### src/rtl/pong_engine_if.sv
// Control and status bundle between a game controller and the pong engine.
// The engine uses the slave modport; the controller or bench uses master.
interface pong_engine_if;
    logic        tick;
    logic        start;
    logic        pause;
    logic [9:0]  p1_pos;
    logic [9:0]  p2_pos;
    logic [10:0] ball_x;
    logic [9:0]  ball_y;
    logic [9:0]  pad1_y;
    logic [9:0]  pad2_y;
    logic [3:0]  score1;
    logic [3:0]  score2;
    logic        serving;
    logic        game_over;
    logic        winner;

    modport master (
        output tick, start, pause, p1_pos, p2_pos,
        input  ball_x, ball_y, pad1_y, pad2_y, score1, score2,
               serving, game_over, winner
    );

    modport slave (
        input  tick, start, pause, p1_pos, p2_pos,
        output ball_x, ball_y, pad1_y, pad2_y, score1, score2,
               serving, game_over, winner
    );
endinterface

### src/rtl/pong_engine.sv
// Two-player pong game engine: paddle clamping, ball motion with wall bounces,
// paddle hits with speed-up, scoring, serve delay and game-over handling.
module pong_engine #(
    parameter int unsigned SCREEN_W    = 640,
    parameter int unsigned SCREEN_H    = 480,
    parameter int unsigned BALL_SIZE   = 10,
    parameter int unsigned PAD_W       = 10,
    parameter int unsigned PAD_H       = 50,
    parameter int unsigned PAD1_X      = 40,
    parameter int unsigned PAD2_X      = 600,
    parameter int unsigned MAX_SPEED   = 7,
    parameter int unsigned WIN_SCORE   = 9,
    parameter int unsigned SERVE_DELAY = 32
) (
    input  logic         clk,
    input  logic         rst_n,
    pong_engine_if.slave bus
);

    localparam int unsigned AW = 12;
    localparam int unsigned VW = 4;
    localparam int unsigned SW = 4;
    localparam int unsigned XW = 11;
    localparam int unsigned YW = 10;

    localparam logic [AW-1:0] X_MAX     = AW'(SCREEN_W - BALL_SIZE);
    localparam logic [AW-1:0] Y_MAX     = AW'(SCREEN_H - BALL_SIZE);
    localparam logic [AW-1:0] X_CENTRE  = AW'((SCREEN_W - BALL_SIZE) / 2);
    localparam logic [AW-1:0] Y_CENTRE  = AW'((SCREEN_H - BALL_SIZE) / 2);
    localparam logic [AW-1:0] PAD_Y_MAX = AW'(SCREEN_H - PAD_H);
    localparam logic [AW-1:0] BALL_SZ   = AW'(BALL_SIZE);
    localparam logic [AW-1:0] HALF_BALL = AW'(BALL_SIZE / 2);
    localparam logic [AW-1:0] PAD_HGT   = AW'(PAD_H);
    localparam logic [AW-1:0] P1_LEFT   = AW'(PAD1_X);
    localparam logic [AW-1:0] P1_RIGHT  = AW'(PAD1_X + PAD_W);
    localparam logic [AW-1:0] P2_LEFT   = AW'(PAD2_X);
    localparam logic [AW-1:0] P2_RIGHT  = AW'(PAD2_X + PAD_W);
    localparam logic [AW-1:0] SERVE_END = AW'(SERVE_DELAY - 1);
    localparam logic [VW-1:0] V_MAX     = VW'(MAX_SPEED);
    localparam logic [VW-1:0] V_INIT    = VW'(1);
    localparam logic [SW-1:0] WIN       = SW'(WIN_SCORE);

    typedef enum logic [2:0] {
        IDLE   = 3'd0,
        SERVE  = 3'd1,
        MOVE   = 3'd2,
        CHECK  = 3'd3,
        SCORED = 3'd4,
        OVER   = 3'd5
    } state_e;

    state_e          state_q, state_d;
    logic [XW-1:0]   ball_x_q, ball_x_d;
    logic [YW-1:0]   ball_y_q, ball_y_d;
    logic [YW-1:0]   pad1_q, pad1_d;
    logic [YW-1:0]   pad2_q, pad2_d;
    logic [SW-1:0]   score1_q, score1_d;
    logic [SW-1:0]   score2_q, score2_d;
    logic [VW-1:0]   vx_q, vx_d;
    logic [VW-1:0]   vy_q, vy_d;
    logic            dir_x_q, dir_x_d;   // 1 = right
    logic            dir_y_q, dir_y_d;   // 1 = down
    logic            goal1_q, goal1_d;
    logic            goal2_q, goal2_d;
    logic [AW-1:0]   serve_cnt_q, serve_cnt_d;
    logic            serving_q, serving_d;
    logic            game_over_q, game_over_d;
    logic            winner_q, winner_d;

    logic            tick_en;
    logic [AW-1:0]   bx, by, vx12, vy12, pad1_12, pad2_12, mid_y;
    logic [AW-1:0]   p1_req, p2_req;
    logic            hit1, hit2;
    logic [AW-1:0]   mv_x, mv_y;
    logic            mv_dir_y, mv_goal1, mv_goal2;
    logic [SW-1:0]   score1_inc, score2_inc;

    function automatic logic [VW-1:0] speed_up(input logic [VW-1:0] v);
        return (v >= V_MAX) ? V_MAX : v + VW'(1);
    endfunction

    assign tick_en = bus.tick & ~bus.pause;
    assign bx      = AW'(ball_x_q);
    assign by      = AW'(ball_y_q);
    assign vx12    = AW'(vx_q);
    assign vy12    = AW'(vy_q);
    assign pad1_12 = AW'(pad1_q);
    assign pad2_12 = AW'(pad2_q);
    assign p1_req  = AW'(bus.p1_pos);
    assign p2_req  = AW'(bus.p2_pos);
    assign mid_y   = by + HALF_BALL;

    // Paddle contact tests on the current ball position (used in CHECK).
    assign hit1 = (bx >= P1_LEFT) && (bx < P1_RIGHT) &&
                  (mid_y >= pad1_12) && (mid_y < pad1_12 + PAD_HGT);
    assign hit2 = (bx + BALL_SZ >= P2_LEFT) && (bx + BALL_SZ < P2_RIGHT) &&
                  (mid_y >= pad2_12) && (mid_y < pad2_12 + PAD_HGT);

    assign score1_inc = (score1_q < WIN) ? score1_q + SW'(1) : score1_q;
    assign score2_inc = (score2_q < WIN) ? score2_q + SW'(1) : score2_q;

    // One ball advance with wall clamping; side walls raise a goal flag.
    always_comb begin
        mv_x     = bx;
        mv_y     = by;
        mv_dir_y = dir_y_q;
        mv_goal1 = 1'b0;
        mv_goal2 = 1'b0;
        if (dir_y_q) begin
            if (by + vy12 >= Y_MAX) begin
                mv_y     = Y_MAX;
                mv_dir_y = 1'b0;
            end else begin
                mv_y = by + vy12;
            end
        end else begin
            if (by < vy12) begin
                mv_y     = '0;
                mv_dir_y = 1'b1;
            end else begin
                mv_y = by - vy12;
            end
        end
        if (dir_x_q) begin
            if (bx + vx12 >= X_MAX) begin
                mv_x     = X_MAX;
                mv_goal1 = 1'b1;
            end else begin
                mv_x = bx + vx12;
            end
        end else begin
            if (bx < vx12) begin
                mv_x     = '0;
                mv_goal2 = 1'b1;
            end else begin
                mv_x = bx - vx12;
            end
        end
    end

    // Next-state and datapath updates.
    always_comb begin
        state_d     = state_q;
        ball_x_d    = ball_x_q;
        ball_y_d    = ball_y_q;
        pad1_d      = pad1_q;
        pad2_d      = pad2_q;
        score1_d    = score1_q;
        score2_d    = score2_q;
        vx_d        = vx_q;
        vy_d        = vy_q;
        dir_x_d     = dir_x_q;
        dir_y_d     = dir_y_q;
        goal1_d     = goal1_q;
        goal2_d     = goal2_q;
        serve_cnt_d = serve_cnt_q;
        winner_d    = winner_q;

        if (tick_en) begin
            pad1_d = YW'((p1_req > PAD_Y_MAX) ? PAD_Y_MAX : p1_req);
            pad2_d = YW'((p2_req > PAD_Y_MAX) ? PAD_Y_MAX : p2_req);
        end

        unique case (state_q)
            IDLE, OVER: begin
                if (bus.start) begin
                    state_d     = SERVE;
                    score1_d    = '0;
                    score2_d    = '0;
                    ball_x_d    = XW'(X_CENTRE);
                    ball_y_d    = YW'(Y_CENTRE);
                    vx_d        = V_INIT;
                    vy_d        = V_INIT;
                    dir_x_d     = 1'b1;
                    dir_y_d     = 1'b1;
                    goal1_d     = 1'b0;
                    goal2_d     = 1'b0;
                    serve_cnt_d = '0;
                    winner_d    = 1'b0;
                end
            end
            SERVE: begin
                if (tick_en) begin
                    if (serve_cnt_q >= SERVE_END) begin
                        serve_cnt_d = '0;
                        state_d     = MOVE;
                    end else begin
                        serve_cnt_d = serve_cnt_q + AW'(1);
                    end
                end
            end
            MOVE: begin
                if (tick_en) begin
                    ball_x_d = XW'(mv_x);
                    ball_y_d = YW'(mv_y);
                    dir_y_d  = mv_dir_y;
                    goal1_d  = mv_goal1;
                    goal2_d  = mv_goal2;
                    state_d  = CHECK;
                end
            end
            CHECK: begin
                // A goal outranks a paddle hit on the same frame.
                if (goal1_q || goal2_q) begin
                    state_d = SCORED;
                end else if ((dir_x_q && hit2) || (!dir_x_q && hit1)) begin
                    dir_x_d = ~dir_x_q;
                    vx_d    = speed_up(vx_q);
                    vy_d    = speed_up(vy_q);
                    state_d = MOVE;
                end else begin
                    state_d = MOVE;
                end
            end
            SCORED: begin
                ball_x_d    = XW'(X_CENTRE);
                ball_y_d    = YW'(Y_CENTRE);
                vx_d        = V_INIT;
                vy_d        = V_INIT;
                dir_y_d     = 1'b1;
                goal1_d     = 1'b0;
                goal2_d     = 1'b0;
                serve_cnt_d = '0;
                state_d     = SERVE;
                if (goal1_q) begin
                    score1_d = score1_inc;
                    dir_x_d  = 1'b1;
                    if (score1_inc == WIN) begin
                        winner_d = 1'b0;
                        state_d  = OVER;
                    end
                end else if (goal2_q) begin
                    score2_d = score2_inc;
                    dir_x_d  = 1'b0;
                    if (score2_inc == WIN) begin
                        winner_d = 1'b1;
                        state_d  = OVER;
                    end
                end
            end
            default: state_d = IDLE;
        endcase

        serving_d   = (state_d == SERVE);
        game_over_d = (state_d == OVER);
    end

    always_ff @(posedge clk or negedge rst_n) begin
        if (!rst_n) begin
            state_q     <= IDLE;
            ball_x_q    <= XW'(X_CENTRE);
            ball_y_q    <= YW'(Y_CENTRE);
            pad1_q      <= '0;
            pad2_q      <= '0;
            score1_q    <= '0;
            score2_q    <= '0;
            vx_q        <= V_INIT;
            vy_q        <= V_INIT;
            dir_x_q     <= 1'b1;
            dir_y_q     <= 1'b1;
            goal1_q     <= 1'b0;
            goal2_q     <= 1'b0;
            serve_cnt_q <= '0;
            serving_q   <= 1'b0;
            game_over_q <= 1'b0;
            winner_q    <= 1'b0;
        end else begin
            state_q     <= state_d;
            ball_x_q    <= ball_x_d;
            ball_y_q    <= ball_y_d;
            pad1_q      <= pad1_d;
            pad2_q      <= pad2_d;
            score1_q    <= score1_d;
            score2_q    <= score2_d;
            vx_q        <= vx_d;
            vy_q        <= vy_d;
            dir_x_q     <= dir_x_d;
            dir_y_q     <= dir_y_d;
            goal1_q     <= goal1_d;
            goal2_q     <= goal2_d;
            serve_cnt_q <= serve_cnt_d;
            serving_q   <= serving_d;
            game_over_q <= game_over_d;
            winner_q    <= winner_d;
        end
    end

    assign bus.ball_x    = ball_x_q;
    assign bus.ball_y    = ball_y_q;
    assign bus.pad1_y    = pad1_q;
    assign bus.pad2_y    = pad2_q;
    assign bus.score1    = score1_q;
    assign bus.score2    = score2_q;
    assign bus.serving   = serving_q;
    assign bus.game_over = game_over_q;
    assign bus.winner    = winner_q;

endmodule

### src/flat_wrapper.sv
// flat-port wrapper written by rule: the top's interface ports become plain ports
module pong_engine_flat 
#(
    parameter int unsigned SCREEN_W    = 640,
    parameter int unsigned SCREEN_H    = 480,
    parameter int unsigned BALL_SIZE   = 10,
    parameter int unsigned PAD_W       = 10,
    parameter int unsigned PAD_H       = 50,
    parameter int unsigned PAD1_X      = 40,
    parameter int unsigned PAD2_X      = 600,
    parameter int unsigned MAX_SPEED   = 7,
    parameter int unsigned WIN_SCORE   = 9,
    parameter int unsigned SERVE_DELAY = 32
)
  (clk, rst_n, bus_tick, bus_start, bus_pause, bus_p1_pos, bus_p2_pos, bus_ball_x, bus_ball_y, bus_pad1_y, bus_pad2_y, bus_score1, bus_score2, bus_serving, bus_game_over, bus_winner);
  pong_engine_if bus_i ();
  input  logic clk;
  input  logic rst_n;
  input wire logic [$bits(bus_i.tick)-1:0] bus_tick;
  input wire logic [$bits(bus_i.start)-1:0] bus_start;
  input wire logic [$bits(bus_i.pause)-1:0] bus_pause;
  input wire logic [$bits(bus_i.p1_pos)-1:0] bus_p1_pos;
  input wire logic [$bits(bus_i.p2_pos)-1:0] bus_p2_pos;
  output wire logic [$bits(bus_i.ball_x)-1:0] bus_ball_x;
  output wire logic [$bits(bus_i.ball_y)-1:0] bus_ball_y;
  output wire logic [$bits(bus_i.pad1_y)-1:0] bus_pad1_y;
  output wire logic [$bits(bus_i.pad2_y)-1:0] bus_pad2_y;
  output wire logic [$bits(bus_i.score1)-1:0] bus_score1;
  output wire logic [$bits(bus_i.score2)-1:0] bus_score2;
  output wire logic [$bits(bus_i.serving)-1:0] bus_serving;
  output wire logic [$bits(bus_i.game_over)-1:0] bus_game_over;
  output wire logic [$bits(bus_i.winner)-1:0] bus_winner;
  assign bus_i.tick = bus_tick;
  assign bus_i.start = bus_start;
  assign bus_i.pause = bus_pause;
  assign bus_i.p1_pos = bus_p1_pos;
  assign bus_i.p2_pos = bus_p2_pos;
  assign bus_ball_x = bus_i.ball_x;
  assign bus_ball_y = bus_i.ball_y;
  assign bus_pad1_y = bus_i.pad1_y;
  assign bus_pad2_y = bus_i.pad2_y;
  assign bus_score1 = bus_i.score1;
  assign bus_score2 = bus_i.score2;
  assign bus_serving = bus_i.serving;
  assign bus_game_over = bus_i.game_over;
  assign bus_winner = bus_i.winner;
  pong_engine #(.SCREEN_W(SCREEN_W), .SCREEN_H(SCREEN_H), .BALL_SIZE(BALL_SIZE), .PAD_W(PAD_W), .PAD_H(PAD_H), .PAD1_X(PAD1_X), .PAD2_X(PAD2_X), .MAX_SPEED(MAX_SPEED), .WIN_SCORE(WIN_SCORE), .SERVE_DELAY(SERVE_DELAY)) u_core (.clk(clk), .rst_n(rst_n), .bus(bus_i));
endmodule
### config.mk
export PLATFORM = sky130hd
export DESIGN_NAME = pong_engine_flat
export DESIGN_NICKNAME = d
export VERILOG_FILES = /design/src/rtl/pong_engine_if.sv /design/src/rtl/pong_engine.sv /design/src/flat_wrapper.sv
export SDC_FILE = /design/constraint.sdc
export NUM_CORES = 1
export LEC_CHECK = 0
export CORE_MARGIN = 5
export CORE_UTILIZATION = 45
export DETAILED_ROUTE_END_ITERATION = 10
export HOLD_SLACK_MARGIN = 0.1
export PLACE_DENSITY = 0.66
export SLEW_MARGIN = 20
export SYNTH_ARGS = -nofsm -noshare
export SYNTH_HDL_FRONTEND = slang
export SYNTH_SLANG_ARGS = --single-unit
### constraint.sdc
create_clock -name clk -period 4.85 [get_ports clk]
set_clock_uncertainty 0.2 [all_clocks]
set_input_delay 0.97 -clock clk [delete_from_list [all_inputs] [get_ports clk]]
set_output_delay 0.97 -clock clk [all_outputs]
set_load 0.05 [all_outputs]
Word-level counts from Yosys, hierarchy flattened. Cells that the tools add are included.

Flip-flop bits (word level): 79. Bits in latches: 0. RAM bits: 0. Memory bits (read-only): 0. Bits of input ports: 25. Output and inout port bits: 52. Logic and storage cells: 166. Memories kept: 0.

$add $sub $neg: 13. Multiply operators: 0. Divide/modulo/power cells: 0. $lt $le $gt $ge: 19. Equal/unequal tests: 20. Shifts and indexed selects: 0. Muxes and demuxes: 70. Bitwise gates (word level): 3. Reduce and logical (&&, ||, !) cells: 24.

Operators with widths (count): 2-to-1 mux 10 bit (7); 2-to-1 mux 11 bit (5); 2-to-1 mux 4 bit (13); 2-to-1 mux 12 bit (3); case mux 12 bit (3 select lines) (1); case mux 11 bit (3 select lines) (1); case mux 10 bit (3 select lines) (1); 2-to-1 mux 3 bit (9); >= comparator 12 x 10 -> 1 bit (2); >= comparator 12 x 10 -> 1 bit, second input constant (2); < comparator 12 bit (2); case mux 4 bit (3 select lines) (2); adder 10 x 6 -> 11 bit, second input constant (2); greater-than comparator 10 x 9 -> 1 bit, second input constant (2); 2-to-1 mux 1 bit (20); adder 4 x 1 -> 4 bit, second input constant (4); case mux 4 bit (2 select lines) (2); case mux 3 bit (5 select lines) (1); adder 11 x 4 -> 12 bit (1); adder 11 x 4 -> 12 bit, second input constant (1); adder 12 x 1 -> 12 bit, second input constant (1); >= comparator 12 x 5 -> 1 bit, second input constant (1); < comparator 12 x 10 -> 1 bit, second input constant (1); case mux 1 bit (3 select lines) (4); 32 further kinds (61).

Logic depth before layout (Yosys ltp).
Depth after elaboration: 10. Gate-level depth with buffers: 13. Depth with buffers taken out: 13.

Worst setup path after synthesis. Ideal clock, no wire load.

Kind: register to register. From: register u_core.ball_y_q[5], in the netlist u_core.bus.ball_y[5]. To: register u_core.vx_q[1]. Library setup time: 121 ps. Arrival: 3750 ps. Data required time: 4529 ps. Path slack: 779 ps. Cell stages (with the launch flop): 13. Buffers on the path: 2. Period minus slack after synthesis: 4071 ps. Cells stage by stage: dfstp_2 clkbuf_1 clkbuf_1 nand4_1 xnor2_1 ha_1 o21ai_0 nor2_1 or4_1 a2111oi_2 o311ai_1 a32o_2 a22o_1.

Longest elaborated chain between the ends: 8. Elaborated cells between the ends (all ways): 14. Those cells by class: 1 x add/sub; 4 x order compare; 1 x eq/ne; 8 x reduce/logical.

RTL lines: start: declaration (RTL line pong_engine.sv:54) `logic [YW-1:0] ball_y_q, ball_y_d;`; start signal: assignment (RTL line pong_engine.sv:252) `ball_y_q <= YW'(Y_CENTRE);`; start signal: assignment (RTL line pong_engine.sv:270) `ball_y_q <= ball_y_d;`; adder 10 x 3 -> 11 bit (*) (RTL line pong_engine.sv:91) `assign mid_y = by + HALF_BALL;`; >= comparator 12 x 10 -> 1 bit, on equally long branches (RTL line pong_engine.sv:97, pong_engine.sv:95); logical AND 1 bit, on equally long branches (RTL line pong_engine.sv:96, pong_engine.sv:94); logical AND 1 bit, on equally long branches (RTL line pong_engine.sv:97, pong_engine.sv:95); logical AND 1 bit (RTL line pong_engine.sv:206) `end else if ((dir_x_q && hit2) || (!dir_x_q && hit1)) begin`; logical OR 1 bit (*) (RTL line pong_engine.sv:206); != test 2 x 1 -> 1 bit (no source line) (*); AND reduction 4 bit (no source line) (*); end signal: assignment (RTL line pong_engine.sv:275) `vx_q <= vx_d;`; end: declaration (RTL line pong_engine.sv:59) `logic [VW-1:0] vx_q, vx_d;`.

Every way passes the cells marked *; elsewhere a longest branch is shown, timed or not. A chain may end at the register's enable or synchronous reset.

Worst setup path in the final report.
From: register u_core.ball_y_q[1], in the netlist u_core.bus.ball_y[1]. To: register u_core.vx_q[1].

Same word-level chain as after synthesis.

==> run_results.csv <==
group,metric,value,unit
final_layout,n_fill_cell,1398,
critical_path,crit_required,4.89,ns
grt,met2_usage,35.0,%
die,io_pins,77,
clocking,cts_made_buffers,9,
clocking,cts-root-buf,"clkbuf_16",
clocking,postCtsSetupRepairBufs,0,
final_layout,stdcell_count,1044,
yosys,yosys.area.top_type,"dfrtp_1",
yosys,syn_nets,890,
routing,via_per_inst,6.03,
critical_path,r2r_slack,0.70,ns
die,initial_core_util,45.9,%
timing,hold_viol,0,
critical_path,cp_num_buf_inv,0,
grt,top_usage_layer,"met2",
final_layout,regArea,0.00200,mm^2
die,dieArea,0.0174,mm^2
clocking,tritoncts,"yes",
power_and_ir_drop,ir_drop,0.322,mV
yosys,yosysUniqueCellTypes,75,
final_layout,multi_input_area,0.00433,mm^2
outcome,status,"completed",
power_and_ir_drop,power_density,482,mW/mm^2
clocking,cts_hold_buf,0,
clocking,htreeDepth,3,
final_layout,fin_nets,953,
timing,post-route-period-util,85.5,%
power_and_ir_drop,power.leakage,3.40,nW
routing,dr_total_vias,6291,
clocking,cts_resized,0,
timing,maxSlewViolCount,0,
critical_path,critPathTopFamily,"compound AO/OA/AOI/OAI gates",
timing,fin_crit,4.15,ns
critical_path,start_kind,"flop",
yosys,ys_top_cells_by_area,"dfrtp_1 24%, ha_1 13%, dfstp_2 6.3%, xnor2_1 4.7%, a21oi_1 4.4%",
final_layout,antenna_cells,0,
yosys,synth_top_family_by_area,"compound AO/OA/AOI/OAI gates",
critical_path,cp_cell_sequence,"ha_1 > o211a_1 > nand4_1 > xnor2_1 > ha_1 > o21ai_0 > nor2_1 > or4_1 > a2111oi_2 > o311ai_1 > a32o_2 > a22o_1",
critical_path,setup.worst_path.end_class,"flop",
die,core,0.0145,mm^2
grt,met1_usage,29.5,%
critical_path,cp_slowest_cell,"dfstp_2",
yosys,ys_ff_latch,79,
critical_path,worstSetupEndpoint,"u_core.vx_q[1]",
yosys,syn_inst,792,
yosys,yosys_most_used_dff,"dfrtp_1",
critical_path,r2r-start,"u_core.bus.ball_y[1]",
critical_path,setup.worst_path.class,"flop to flop",
grt,grtUsageMet3,4.66,%
critical_path,arrival,4.19,ns
timing,tightest_slew,1.02,ns
routing,drc,0,
critical_path,cp-startpoint,"u_core.bus.ball_y[1]",
placement,place.gp.congestion,0.917,
timing,max_freq,0.241,GHz
critical_path,critPathMaxFanout,8,
yosys,netlist.area_leader.share,23.6,%
critical_path,reg2reg_to,"u_core.vx_q[1]",
critical_path,reg2regPathDepth,12,
grt,grt_pass1_vias,6164,
clocking,clk_pin_slew,0.07,ns
placement,dp_cells,1028,
final_layout,drive_gt1_share,6.16,%
grt,antenna_found_initial,0,
clocking,clock-sinks,79,
routing,dr.pass1.iters,5,
critical_path,path_depth,12,
grt,grt_pass1_wl,31500,um
yosys,synth_fa_ha_area_share,14.3,%
yosys,yosys.area_share.simple,18.9,%
timing,rsz0062_at_grt,"false",
routing,routedWlPerCell,18.2,um
grt,grt_max_degree,55,
yosys,ys_seq_area_share,29.9,%
timing,setup_violations,0,
timing,maxSlewHeadroom,31.4,%
power_and_ir_drop,power,3.81,mW
placement,portBuffers,76,
worst_hold_path,hold_class,"flop to flop",
flow_run,drv_cap,0,
yosys,synth_compound_area_share,26.2,%
yosys,yosysWarnings,0,
yosys,async_flop_share,100,%
grt,grt-ovfl-total,0,
critical_path,max_stage_delay,0.63,ns
die,row_count,44,
critical_path,crit_path_frequent_cell,"ha_1",
grt,grt_use_total,21.9,%
placement,place_hpwl,14200,um
final_layout,areaGrowthSynthToFinish,18.5,%
routing,routed_wl,19000,um
die,die-height,132,um
timing,tns,0,ns
yosys,synth-edff-count,0,
die,die_w,132,um
yosys,syn_avg_cell_area,8.43,um^2
clocking,clock_path_buffers,2,
yosys,netlist_area,0.00668,mm^2
routing,ant_nets,0,
yosys,synth_mux_area_share,0.337,%
routing,drt_iter0_markers,513,
yosys,synth_xor_area_share,5.25,%
clocking,clock_latency,0.35,ns
==> registers in the layout (all words and copies together) (netlist names) <==
name	cells
u_core.bus.ball_x	11
u_core.bus.score1	4
u_core.bus.ball_y	10
u_core.bus.score2	4
u_core.goal1_q	1
u_core.vy_q	4
u_core.bus.pad1_y	10
u_core.dir_x_q	1
u_core.bus.pad2_y	10
u_core.dir_y_q	1
u_core.vx_q	4
u_core.serve_cnt_q	12
u_core.bus.winner	1
u_core.bus.game_over	1
u_core.goal2_q	1
u_core.state_q	3
u_core.bus.serving	1
==> routing by layer <==
metal	vias up	wire length [um]
li1	3045	-
met1	3004	8670
met2	219	8800
met3	23	1200
met4	0	342
met5	-	0
==> synth_stat cells, drive strengths merged, types with 18 or more instances <==
cell type  number
nor2           76
ha             69
dfrtp          63
a21oi          60
inv            60
nand2          45
o21ai          42
xnor2          36
nor3           29
clkbuf         24
nand3          23
nand2b         18
==> per-stage QoR <==
| step | hold WS [ns] | setup slack (ns) | util, % | instance area [um^2] |
|---|---|---|---|---|
| CTS | 0.301 | 0.679 | 54.4 | 7910 |
| global route | 0.334 | 0.424 | 54.4 | 7910 |
| detailed placement | 0.287 | 0.700 | 52.2 | 7590 |
| floorplan | 0.262 | 0.779 | - | 6680 |
| global placement | 0.279 | 0.761 | 52.2 | 7590 |
| finish | 0.298 | 0.702 | 54.4 | 7910 |
==> worst min-delay path: cells and delay by family, from the launching register on <==
family | cells | cell delay, ns
and+or+nand+nor | 1 | 0.07
DFF | 1 | 0.35
AOI/OAI and AO/OA | 1 | 0.04
==> worst min-delay path by stage <==
stage	startpoint	to	slack, ns	cells after the start
5_1_grt	u_core.serve_cnt_q[11]	u_core.serve_cnt_q[11]	0.33	2
4_1_cts	u_core.serve_cnt_q[4]	u_core.serve_cnt_q[4]	0.30	2
3_5_place_dp	u_core.serve_cnt_q[4]	u_core.serve_cnt_q[4]	0.29	2
6_report	u_core.serve_cnt_q[4]	u_core.serve_cnt_q[4]	0.30	2
3_3_place_gp	u_core.serve_cnt_q[4]	u_core.serve_cnt_q[4]	0.28	2
2_1_floorplan	u_core.serve_cnt_q[4]	u_core.serve_cnt_q[4]	0.26	2
==> cells by family after synthesis <==
kind of cell    after synthesis
simple gates                256
xor+xnor                     40
mux                           2
flops                        79
fa+ha+maj                    74
compound gates              251
buf+inv                      90
==> power breakdown <==
part | switching [mW] | total (mW) | internal, mW
Sequential | 0.262 | 1.06 | 0.801
Combinational | 1.20 | 1.99 | 0.787
Clock | 0.306 | 0.761 | 0.455
==> cell usage in the layout (no fill, tap or decap), drive strengths merged, types with 16 or more instances in the layout <==
| cell | count |
|---|---|
| ha | 69 |
| nand3 | 23 |
| dfrtp | 63 |
| nor2 | 76 |
| nand2 | 45 |
| a22o | 16 |
| nor3 | 29 |
| clkdlybuf4s50 | 75 |
| inv | 61 |
| o21ai | 42 |
| nand2b | 18 |
| xnor2 | 36 |
| a21oi | 60 |
| dfstp | 16 |
==> final cells by class <==
cell class	count	share of cell area (%)
multi-input cells	623	54.8
flip-flops and latches	79	25.2
repair buffers	82	10.2
well taps	184	2.91
clock buffers	10	2.89
inverters	60	2.85
clock inverters	6	1.19
(Power assumes the default switching activity.)
